**src/rtl/bp_l15_pkg.sv**
```systemverilog
// Shared definitions for the BP -> L1.5 request path: FSM states, source IDs and PCX encodings.
package bp_l15_pkg;

    localparam logic [0:0] e_idle = 1'b0;
    localparam logic [0:0] e_send = 1'b1;

    typedef enum logic {
        e_src_cmd  = 1'b0,
        e_src_data = 1'b1
    } bp_l15_src_e;

    localparam logic [4:0] pcx_rqtype_load  = 5'b00000;
    localparam logic [4:0] pcx_rqtype_store = 5'b00001;

    localparam logic [2:0] pcx_size_1b = 3'b001;
    localparam logic [2:0] pcx_size_2b = 3'b010;
    localparam logic [2:0] pcx_size_4b = 3'b011;
    localparam logic [2:0] pcx_size_8b = 3'b100;

endpackage

```
**src/rtl/bp_l15_req_tag_fifo.sv**
```systemverilog
// In-flight tag queue: {src, payload} of every acked request, oldest entry shown at the head.
module bp_l15_req_tag_fifo #(
    parameter int depth_p = 4,
    parameter int width_p = 17
) (
    input  logic                             clk_i,
    input  logic                             reset_n_i,
    input  logic                             push_i,
    input  logic [width_p-1:0]               data_i,
    input  logic                             pop_i,
    output logic                             v_o,
    output logic [width_p-1:0]               data_o,
    output logic [$clog2(depth_p+1)-1:0]     count_o
);

    localparam int ptr_w_lp = (depth_p > 1) ? $clog2(depth_p) : 1;
    localparam int cnt_w_lp = $clog2(depth_p + 1);

    logic [width_p-1:0]  mem [depth_p];
    logic [ptr_w_lp-1:0] rd_ptr, wr_ptr;

    function automatic logic [ptr_w_lp-1:0] bump(input logic [ptr_w_lp-1:0] p);
        return (p == ptr_w_lp'(depth_p - 1)) ? '0 : p + ptr_w_lp'(1);
    endfunction

    assign v_o    = (count_o != '0);
    assign data_o = mem[rd_ptr];

    always_ff @(posedge clk_i or negedge reset_n_i) begin
        if (!reset_n_i) begin
            rd_ptr  <= '0;
            wr_ptr  <= '0;
            count_o <= '0;
            for (int i = 0; i < depth_p; i++) mem[i] <= '0;
        end else begin
            if (push_i) begin
                mem[wr_ptr] <= data_i;
                wr_ptr      <= bump(wr_ptr);
            end
            if (pop_i) rd_ptr <= bump(rd_ptr);
            count_o <= count_o + cnt_w_lp'(push_i) - cnt_w_lp'(pop_i);
        end
    end

endmodule

```
**src/rtl/bp_l15_req_sched.sv**
```systemverilog
// Two-source round-robin request scheduler towards the L1.5 with credit-limited issue
// and an in-flight tag queue for the response path.
module bp_l15_req_sched
    import bp_l15_pkg::*;
#(
    parameter int addr_width_p      = 40,
    parameter int payload_width_p   = 16,
    parameter int max_outstanding_p = 4
) (
    input  logic                                   clk_i,
    input  logic                                   reset_n_i,

    input  logic                                   cmd_v_i,
    input  logic [4:0]                             cmd_rqtype_i,
    input  logic [2:0]                             cmd_size_i,
    input  logic [addr_width_p-1:0]                cmd_addr_i,
    input  logic [payload_width_p-1:0]             cmd_payload_i,
    output logic                                   cmd_yumi_o,

    input  logic                                   data_cmd_v_i,
    input  logic [4:0]                             data_cmd_rqtype_i,
    input  logic [2:0]                             data_cmd_size_i,
    input  logic [addr_width_p-1:0]                data_cmd_addr_i,
    input  logic [63:0]                            data_cmd_data_i,
    input  logic [payload_width_p-1:0]             data_cmd_payload_i,
    output logic                                   data_cmd_yumi_o,

    output logic                                   transducer_l15_val_o,
    output logic [4:0]                             transducer_l15_rqtype_o,
    output logic [2:0]                             transducer_l15_size_o,
    output logic [addr_width_p-1:0]                transducer_l15_address_o,
    output logic [63:0]                            transducer_l15_data_o,
    output logic                                   transducer_l15_nc_o,
    input  logic                                   l15_transducer_ack_i,

    input  logic                                   resp_done_i,
    output logic                                   resp_v_o,
    output logic                                   resp_src_o,
    output logic [payload_width_p-1:0]             resp_payload_o,
    output logic [$clog2(max_outstanding_p+1)-1:0] credits_o,
    output logic                                   protocol_err_o
);

    logic [0:0]                 state;
    bp_l15_src_e                last_grant, grant, hold_src;
    logic [4:0]                 hold_rqtype;
    logic [2:0]                 hold_size;
    logic [addr_width_p-1:0]    hold_addr;
    logic [63:0]                hold_data;
    logic [payload_width_p-1:0] hold_payload;
    logic [payload_width_p:0]   head;
    logic                       pending, ack, eligible, capture, pop;

    // The presented-but-unacked request consumes a credit; once acked it moves into the queue.
    assign pending  = (state == e_send);
    assign ack      = pending && l15_transducer_ack_i;
    assign eligible = (cmd_v_i || data_cmd_v_i)
                   && (int'(credits_o) + int'(pending) < max_outstanding_p);
    assign capture  = eligible && (!pending || ack);
    assign grant    = (data_cmd_v_i && (!cmd_v_i || last_grant == e_src_cmd)) ? e_src_data : e_src_cmd;
    assign pop      = resp_done_i && resp_v_o;

    assign cmd_yumi_o      = capture && (grant == e_src_cmd);
    assign data_cmd_yumi_o = capture && (grant == e_src_data);

    assign transducer_l15_val_o     = pending;
    assign transducer_l15_rqtype_o  = hold_rqtype;
    assign transducer_l15_size_o    = hold_size;
    assign transducer_l15_address_o = hold_addr;
    assign transducer_l15_data_o    = hold_data;
    assign transducer_l15_nc_o      = 1'b0;

    always_ff @(posedge clk_i or negedge reset_n_i) begin
        if (!reset_n_i) begin
            state          <= e_idle;
            last_grant     <= e_src_data;
            protocol_err_o <= 1'b0;
            hold_src       <= e_src_cmd;
            hold_rqtype    <= '0;
            hold_size      <= '0;
            hold_addr      <= '0;
            hold_data      <= '0;
            hold_payload   <= '0;
        end else begin
            if (capture) begin
                state      <= e_send;
                last_grant <= grant;
                hold_src   <= grant;
                if (grant == e_src_data) begin
                    hold_rqtype  <= data_cmd_rqtype_i;
                    hold_size    <= data_cmd_size_i;
                    hold_addr    <= data_cmd_addr_i;
                    hold_data    <= data_cmd_data_i;
                    hold_payload <= data_cmd_payload_i;
                end else begin
                    hold_rqtype  <= cmd_rqtype_i;
                    hold_size    <= cmd_size_i;
                    hold_addr    <= cmd_addr_i;
                    hold_data    <= '0;
                    hold_payload <= cmd_payload_i;
                end
            end else if (ack) begin
                state <= e_idle;
            end
            if ((l15_transducer_ack_i && !pending) || (resp_done_i && !resp_v_o))
                protocol_err_o <= 1'b1;
        end
    end

    bp_l15_req_tag_fifo #(
        .depth_p (max_outstanding_p),
        .width_p (payload_width_p + 1)
    ) tag_fifo (
        .clk_i     (clk_i),
        .reset_n_i (reset_n_i),
        .push_i    (ack),
        .data_i    ({hold_src, hold_payload}),
        .pop_i     (pop),
        .v_o       (resp_v_o),
        .data_o    (head),
        .count_o   (credits_o)
    );

    assign resp_src_o     = head[payload_width_p];
    assign resp_payload_o = head[payload_width_p-1:0];

endmodule

```
**config.mk**
```make
export PLATFORM = sky130hd
export DESIGN_NAME = bp_l15_req_sched
export DESIGN_NICKNAME = d
export VERILOG_FILES = /design/src/rtl/bp_l15_pkg.sv /design/src/rtl/bp_l15_req_tag_fifo.sv /design/src/rtl/bp_l15_req_sched.sv
export SDC_FILE = /design/constraint.sdc
export NUM_CORES = 1
export LEC_CHECK = 0
export ABC_CLOCK_PERIOD_IN_PS = 5700
export BUFFER_PORTS_ARGS = -buffer_cell sky130_fd_sc_hd__buf_2
export CORE_UTILIZATION = 42
export DETAILED_ROUTE_END_ITERATION = 7
export PLACE_DENSITY = 0.68
export SYNTH_ARGS = -nofsm -noshare
export SYNTH_HDL_FRONTEND = slang
export SYNTH_SLANG_ARGS = --single-unit
export TNS_END_PERCENT = 5
```
**constraint.sdc**
```tcl
create_clock -name clk_i -period 5.7 [get_ports clk_i]
set_input_delay 0 -clock clk_i [delete_from_list [all_inputs] [get_ports clk_i]]
set_output_delay 0 -clock clk_i [all_outputs]
set_load 0.02 [all_outputs]
```
==> flow_summary.html <==
<table>
<tr><th>Metric</th><th>Value</th></tr>
<tr><th colspan="2">STA</th></tr>
<tr><td>Fin. Hold Viols</td><td>0</td></tr>
<tr><td>RSZ-0062 raised after global routing</td><td>no</td></tr>
<tr><td>Transition time of the tightest slew-check pin</td><td>between 1 and 1.5 ns</td></tr>
<tr><td>Largest clock skew in the final design</td><td>about 0.0088 ns</td></tr>
<tr><td>Final cycle utilization of the critical path</td><td>52.5%</td></tr>
<tr><td>Final TNS setup</td><td>0 ns</td></tr>
<tr><td>Final worst path period need</td><td>around 3 ns</td></tr>
<tr><td>Setup slack after layout</td><td>around 2.7 ns</td></tr>
<tr><td>Fin. max-slew vios</td><td>0</td></tr>
<tr><td>Max-Slew Margin vs Limit</td><td>between 30% and 40%</td></tr>
<tr><td>Final setup violation count</td><td>0</td></tr>
<tr><td>Max frequency</td><td>0.334 GHz</td></tr>
<tr><th colspan="2">Floorplanning</th></tr>
<tr><td>Horizontal extent of the die</td><td>roughly 150 microns</td></tr>
<tr><td>Floorplan die area</td><td>about 23,000 sq um</td></tr>
<tr><td>I/O pin cnt</td><td>around 340</td></tr>
<tr><td>Row Count</td><td>between 50 and 60</td></tr>
<tr><td>Starting Density</td><td>between 40% and 50%</td></tr>
<tr><td>Core Footprint</td><td>between 20,000 and 25,000 sq um</td></tr>
<tr><td>Height of the die</td><td>152 microns</td></tr>
<tr><th colspan="2">Critical path</th></tr>
<tr><td>Worst path required time</td><td>between 6 and 7 ns</td></tr>
<tr><td>Startpoint type of the worst setup path</td><td>flip-flop</td></tr>
<tr><td>Critical Path Max Stage Delay</td><td>0.69 ns</td></tr>
<tr><td>Worst path slowest cell</td><td>sky130_fd_sc_hd__buf_4</td></tr>
<tr><td>Maximum fanout along the worst path</td><td>between 60 and 70</td></tr>
<tr><td>Cells along the critical path</td><td>a21boi_4 &gt; buf_4 &gt; mux2_2 &gt; dlygate4sd3_1 &gt; mux2_1</td></tr>
<tr><td>Crit end category</td><td>flip-flop</td></tr>
<tr><td>WP data arrival</td><td>between 3 and 4 ns</td></tr>
<tr><td>Crit path kind</td><td>reg -&gt; reg</td></tr>
<tr><th colspan="2">Placement</th></tr>
<tr><td>Weighted congestion at the end of routability-driven global placement</td><td>0.794</td></tr>
<tr><td>Count of buffers from port buffering</td><td>approximately 330</td></tr>
<tr><td>HPWL after detailed placement</td><td>between 10,000 and 15,000 microns</td></tr>
<tr><td>Dpl cell area</td><td>around 11,000 sq um</td></tr>
<tr><td>Pre-CTS setup slack</td><td>between 3 and 4 ns</td></tr>
<tr><th colspan="2">Cells and area</th></tr>
<tr><td>Final antenna diode count</td><td>0</td></tr>
<tr><td>Cell area after layout</td><td>about 14,000 sq um</td></tr>
<tr><td>Count of nets after finishing</td><td>about 1,400</td></tr>
<tr><td>Share of cells above drive strength 1</td><td>around 47%</td></tr>
<tr><td>Combined area of the multi-input logic cells</td><td>roughly 3800 sq um</td></tr>
<tr><td>Most used cells in the layout excluding fill and tap cells</td><td>sky130_fd_sc_hd__buf_2, sky130_fd_sc_hd__dfrtp_1, sky130_fd_sc_hd__dlygate4sd3_1, sky130_fd_sc_hd__mux2_2, sky130_fd_sc_hd__inv_1</td></tr>
<tr><td>Area Growth Syn to Fin</td><td>49.8%</td></tr>
<tr><td>Filler Cell Count</td><td>1,650</td></tr>
<tr><td>Finished Core Util</td><td>between 60% and 70%</td></tr>
<tr><td>Sequential cell area</td><td>slightly above 5000 sq um</td></tr>
<tr><td>Leading cell type in the layout, fill and taps excluded</td><td>sky130_fd_sc_hd__buf_2</td></tr>
<tr><th colspan="2">Run status</th></tr>
<tr><td>Violated checks</td><td>DRC</td></tr>
<tr><td>Run status</td><td>complete, but fails checks</td></tr>
<tr><th colspan="2">Synth</th></tr>
<tr><td>Post-Synthesis Cell Area</td><td>between 9000 and 10,000 sq um</td></tr>
<tr><td>Number of synthesized flops with an enable pin</td><td>0</td></tr>
<tr><td>Post-synthesis average cell area</td><td>13.5 sq um</td></tr>
<tr><td>Most used flip-flop cell after synthesis</td><td>sky130_fd_sc_hd__dfrtp_1</td></tr>
<tr><td>Library cell with the largest summed area after synthesis</td><td>sky130_fd_sc_hd__dfrtp_1</td></tr>
<tr><td>Async SR Flop Fraction</td><td>100%</td></tr>
<tr><td>Yosys Warn Count</td><td>0</td></tr>
<tr><td>Yosys cell types</td><td>32</td></tr>
<tr><td>Flops &amp; latches, synth</td><td>between 200 and 250</td></tr>
<tr><td>Share of Yosys cell area claimed by the top area cell type</td><td>between 50% and 60%</td></tr>
<tr><td>Share of synthesized area occupied by flip-flops and latches</td><td>54.6%</td></tr>
<tr><td>Top area cells in the synthesized netlist</td><td>sky130_fd_sc_hd__dfrtp_1, sky130_fd_sc_hd__mux2_2, sky130_fd_sc_hd__mux2i_1</td></tr>
<tr><td>Post-Synthesis Net Count</td><td>910</td></tr>
<tr><td>Number of standard cells after synthesis</td><td>about 700</td></tr>
<tr><th colspan="2">Hold path</th></tr>
<tr><td>Path category of the worst min-delay check</td><td>in -&gt; async</td></tr>
<tr><th colspan="2">Clock tree</th></tr>
<tr><td>Cell chosen for the clock root</td><td>sky130_fd_sc_hd__clkbuf_16</td></tr>
<tr><td>Depth of the CTS H-tree</td><td>1</td></tr>
<tr><td>Clk sink count</td><td>approximately 210</td></tr>
<tr><td>Clock Latency Late Sink</td><td>roughly 0.50 ns</td></tr>
<tr><td>CTS buffer count</td><td>23</td></tr>
<tr><td>Clock-pin transition on the worst setup and hold timing paths</td><td>~0.060 ns</td></tr>
<tr><td>CTS tree</td><td>built</td></tr>
<tr><td>Maximum root-to-sink buffer count</td><td>3</td></tr>
<tr><th colspan="2">Global routing</th></tr>
<tr><td>Met3 Use GR</td><td>between 4 and 5%</td></tr>
<tr><td>Total global routing overflow</td><td>0</td></tr>
<tr><td>Busiest layer in global routing</td><td>met2</td></tr>
<tr><td>Maximum number of pins on one net before global-route repair</td><td>80</td></tr>
<tr><td>Via count of the first global-routing pass</td><td>roughly 8,200</td></tr>
<tr><td>Initial antenna violation count</td><td>0</td></tr>
<tr><td>Met1 Usage GRT</td><td>between 20% and 30%</td></tr>
<tr><td>GRT met2 Usage</td><td>about two fifths</td></tr>
<tr><td>Global-route wire length before repair</td><td>41,900 microns</td></tr>
<tr><td>Total track usage</td><td>22.4%</td></tr>
<tr><th colspan="2">Routing</th></tr>
<tr><td>Total via count in the routed design</td><td>approximately 7,300</td></tr>
<tr><td>Via-per-instance ratio</td><td>4.79</td></tr>
<tr><td>Avg WL per Cell</td><td>about 17 microns</td></tr>
<tr><td>DR pass1 iterations</td><td>8</td></tr>
<tr><td>DRT Wirelength</td><td>25,500 microns</td></tr>
<tr><td>Detailed router's first-iteration violation count</td><td>between 300 and 400</td></tr>
<tr><td>ANT nets after route</td><td>0</td></tr>
<tr><td>Final routed DRC violation total</td><td>18</td></tr>
<tr><th colspan="2">Pwr</th></tr>
<tr><td>Pwr/cell area</td><td>~550 nW/um^2</td></tr>
<tr><td>LEAKAGE</td><td>between 6 and 7 nW</td></tr>
<tr><td>Worst-case vdd ir drop</td><td>between 0.3 and 0.4 mV</td></tr>
<tr><td>Post-route total power</td><td>between 7 and 8 mW</td></tr>
<tr><th colspan="2">Run</th></tr>
<tr><td># Max-Cap Violations</td><td>0</td></tr>
</table>
-- worst max-delay path, delay by kind of cell (launching register included) --
family,cells,cell delay [ns]
AOI/OAI and AO/OA,1,0.50
buffers and inverters,2,1.24
DFF,1,0.38
muxes,2,0.70
-- metrics by stage --
step,cells,hold WS (ns)
floorplan,703,-0.296
global placement,1286,0.0874
detailed placement,1286,0.0902
CTS,1531,0.121
global route,1531,0.165
finish,1531,0.112
-- cells in the mapped netlist (3+ instances only) --
| cell | instances |
|---|---|
| sky130_fd_sc_hd__ha_1 | 8 |
| sky130_fd_sc_hd__buf_2 | 15 |
| sky130_fd_sc_hd__dfrtp_1 | 206 |
| sky130_fd_sc_hd__buf_4 | 3 |
| sky130_fd_sc_hd__mux2_2 | 186 |
| sky130_fd_sc_hd__buf_1 | 5 |
| sky130_fd_sc_hd__nand2_1 | 71 |
| sky130_fd_sc_hd__clkbuf_1 | 7 |
| sky130_fd_sc_hd__mux4_2 | 17 |
| sky130_fd_sc_hd__inv_1 | 74 |
| sky130_fd_sc_hd__o21ai_0 | 4 |
| sky130_fd_sc_hd__mux2i_1 | 64 |
| sky130_fd_sc_hd__mux2_1 | 14 |
| sky130_fd_sc_hd__buf_6 | 8 |
-- worst paths after layout --
| kind | to | startpoint | cells past startpoint | slack [ns] |
|---|---|---|---|---|
| hold reg to reg | tag_fifo.mem[30]$_DFFE_PN0P_ | tag_fifo.mem[30]$_DFFE_PN0P_ | 1 | 0.50 |
| setup / recovery | hold_payload[10]$_DFFE_PN0N_ | last_grant$_DFFE_PN1N_ | 5 | 2.71 |
| hold / removal | transducer_l15_data_o[9]$_DFFE_PN0N_ | reset_n_i | 2 | 0.11 |
| setup reg to reg | hold_payload[10]$_DFFE_PN0N_ | last_grant$_DFFE_PN1N_ | 5 | 2.71 |
| max in group asynchronous | transducer_l15_address_o[7]$_DFFE_PN0N_ | reset_n_i | 3 | 4.24 |
| min in group clk_i | transducer_l15_data_o[46]$_DFFE_PN0N_ | data_cmd_data_i[46] | 4 | 0.29 |
-- state kept, by name, summed over array words and instances (netlist names) --
signal / cells
protocol_err_o: 1
tag_fifo.count_o: 3
hold_payload: 16
tag_fifo.wr_ptr: 2
tag_fifo.rd_ptr: 2
transducer_l15_size_o: 3
transducer_l15_address_o: 40
transducer_l15_rqtype_o: 5
tag_fifo.mem: 68
transducer_l15_val_o: 1
last_grant: 1
transducer_l15_data_o: 64
hold_src: 1
-- logic make-up (layout without fill, tap and decap cells) --
logic type,after synthesis,after routing,share of synthesized area [%]
simple gates,81,81,3.37
flops,207,207,54.6
xor+xnor,1,1,0.0922
other cells,1,1,0.0395
mux,281,281,34.5
fa+ha+maj,9,9,1.26
buf+inv,112,660,5.38
compound gates,11,11,0.804
-- area by class of cell --
| class | instances | share of cell area, % |
|---|---|---|
| clock buffer | 29 | 4.48 |
| clock inverter | 12 | 1.32 |
| inverter | 74 | 1.95 |
| multi-input combinational | 384 | 26.8 |
| sequential | 207 | 36.4 |
| tap | 280 | 2.46 |
| timing repair buffer | 545 | 26.5 |
-- power by group --
part,total (mW),switching (mW),internal [mW]
sequential,2.67,0.461,2.21
clock,1.62,0.599,1.02
combinational,3.47,1.82,1.65
total,7.76,2.88,4.88
-- per-layer routing --
metal  part of all wire [%]  vias to the layer above  routed length [microns]
li1                       -                     3443                        -
met1                     41                     3587                    10300
met2                     51                      251                    12900
met3                    5.7                       60                     1450
met4                    3.2                        0                      811
met5                      0                        -                        0
-- repair_timing --
| action | 4_1_cts | 5_1_grt |
|---|---|---|
| hold endpoints to repair | 209 | 0 |
| hold buffers | 204 | 0 |
| setup buffers | 0 | 0 |
| gates resized for setup | 0 | 0 |
Power figures use the tool's default switching activity.
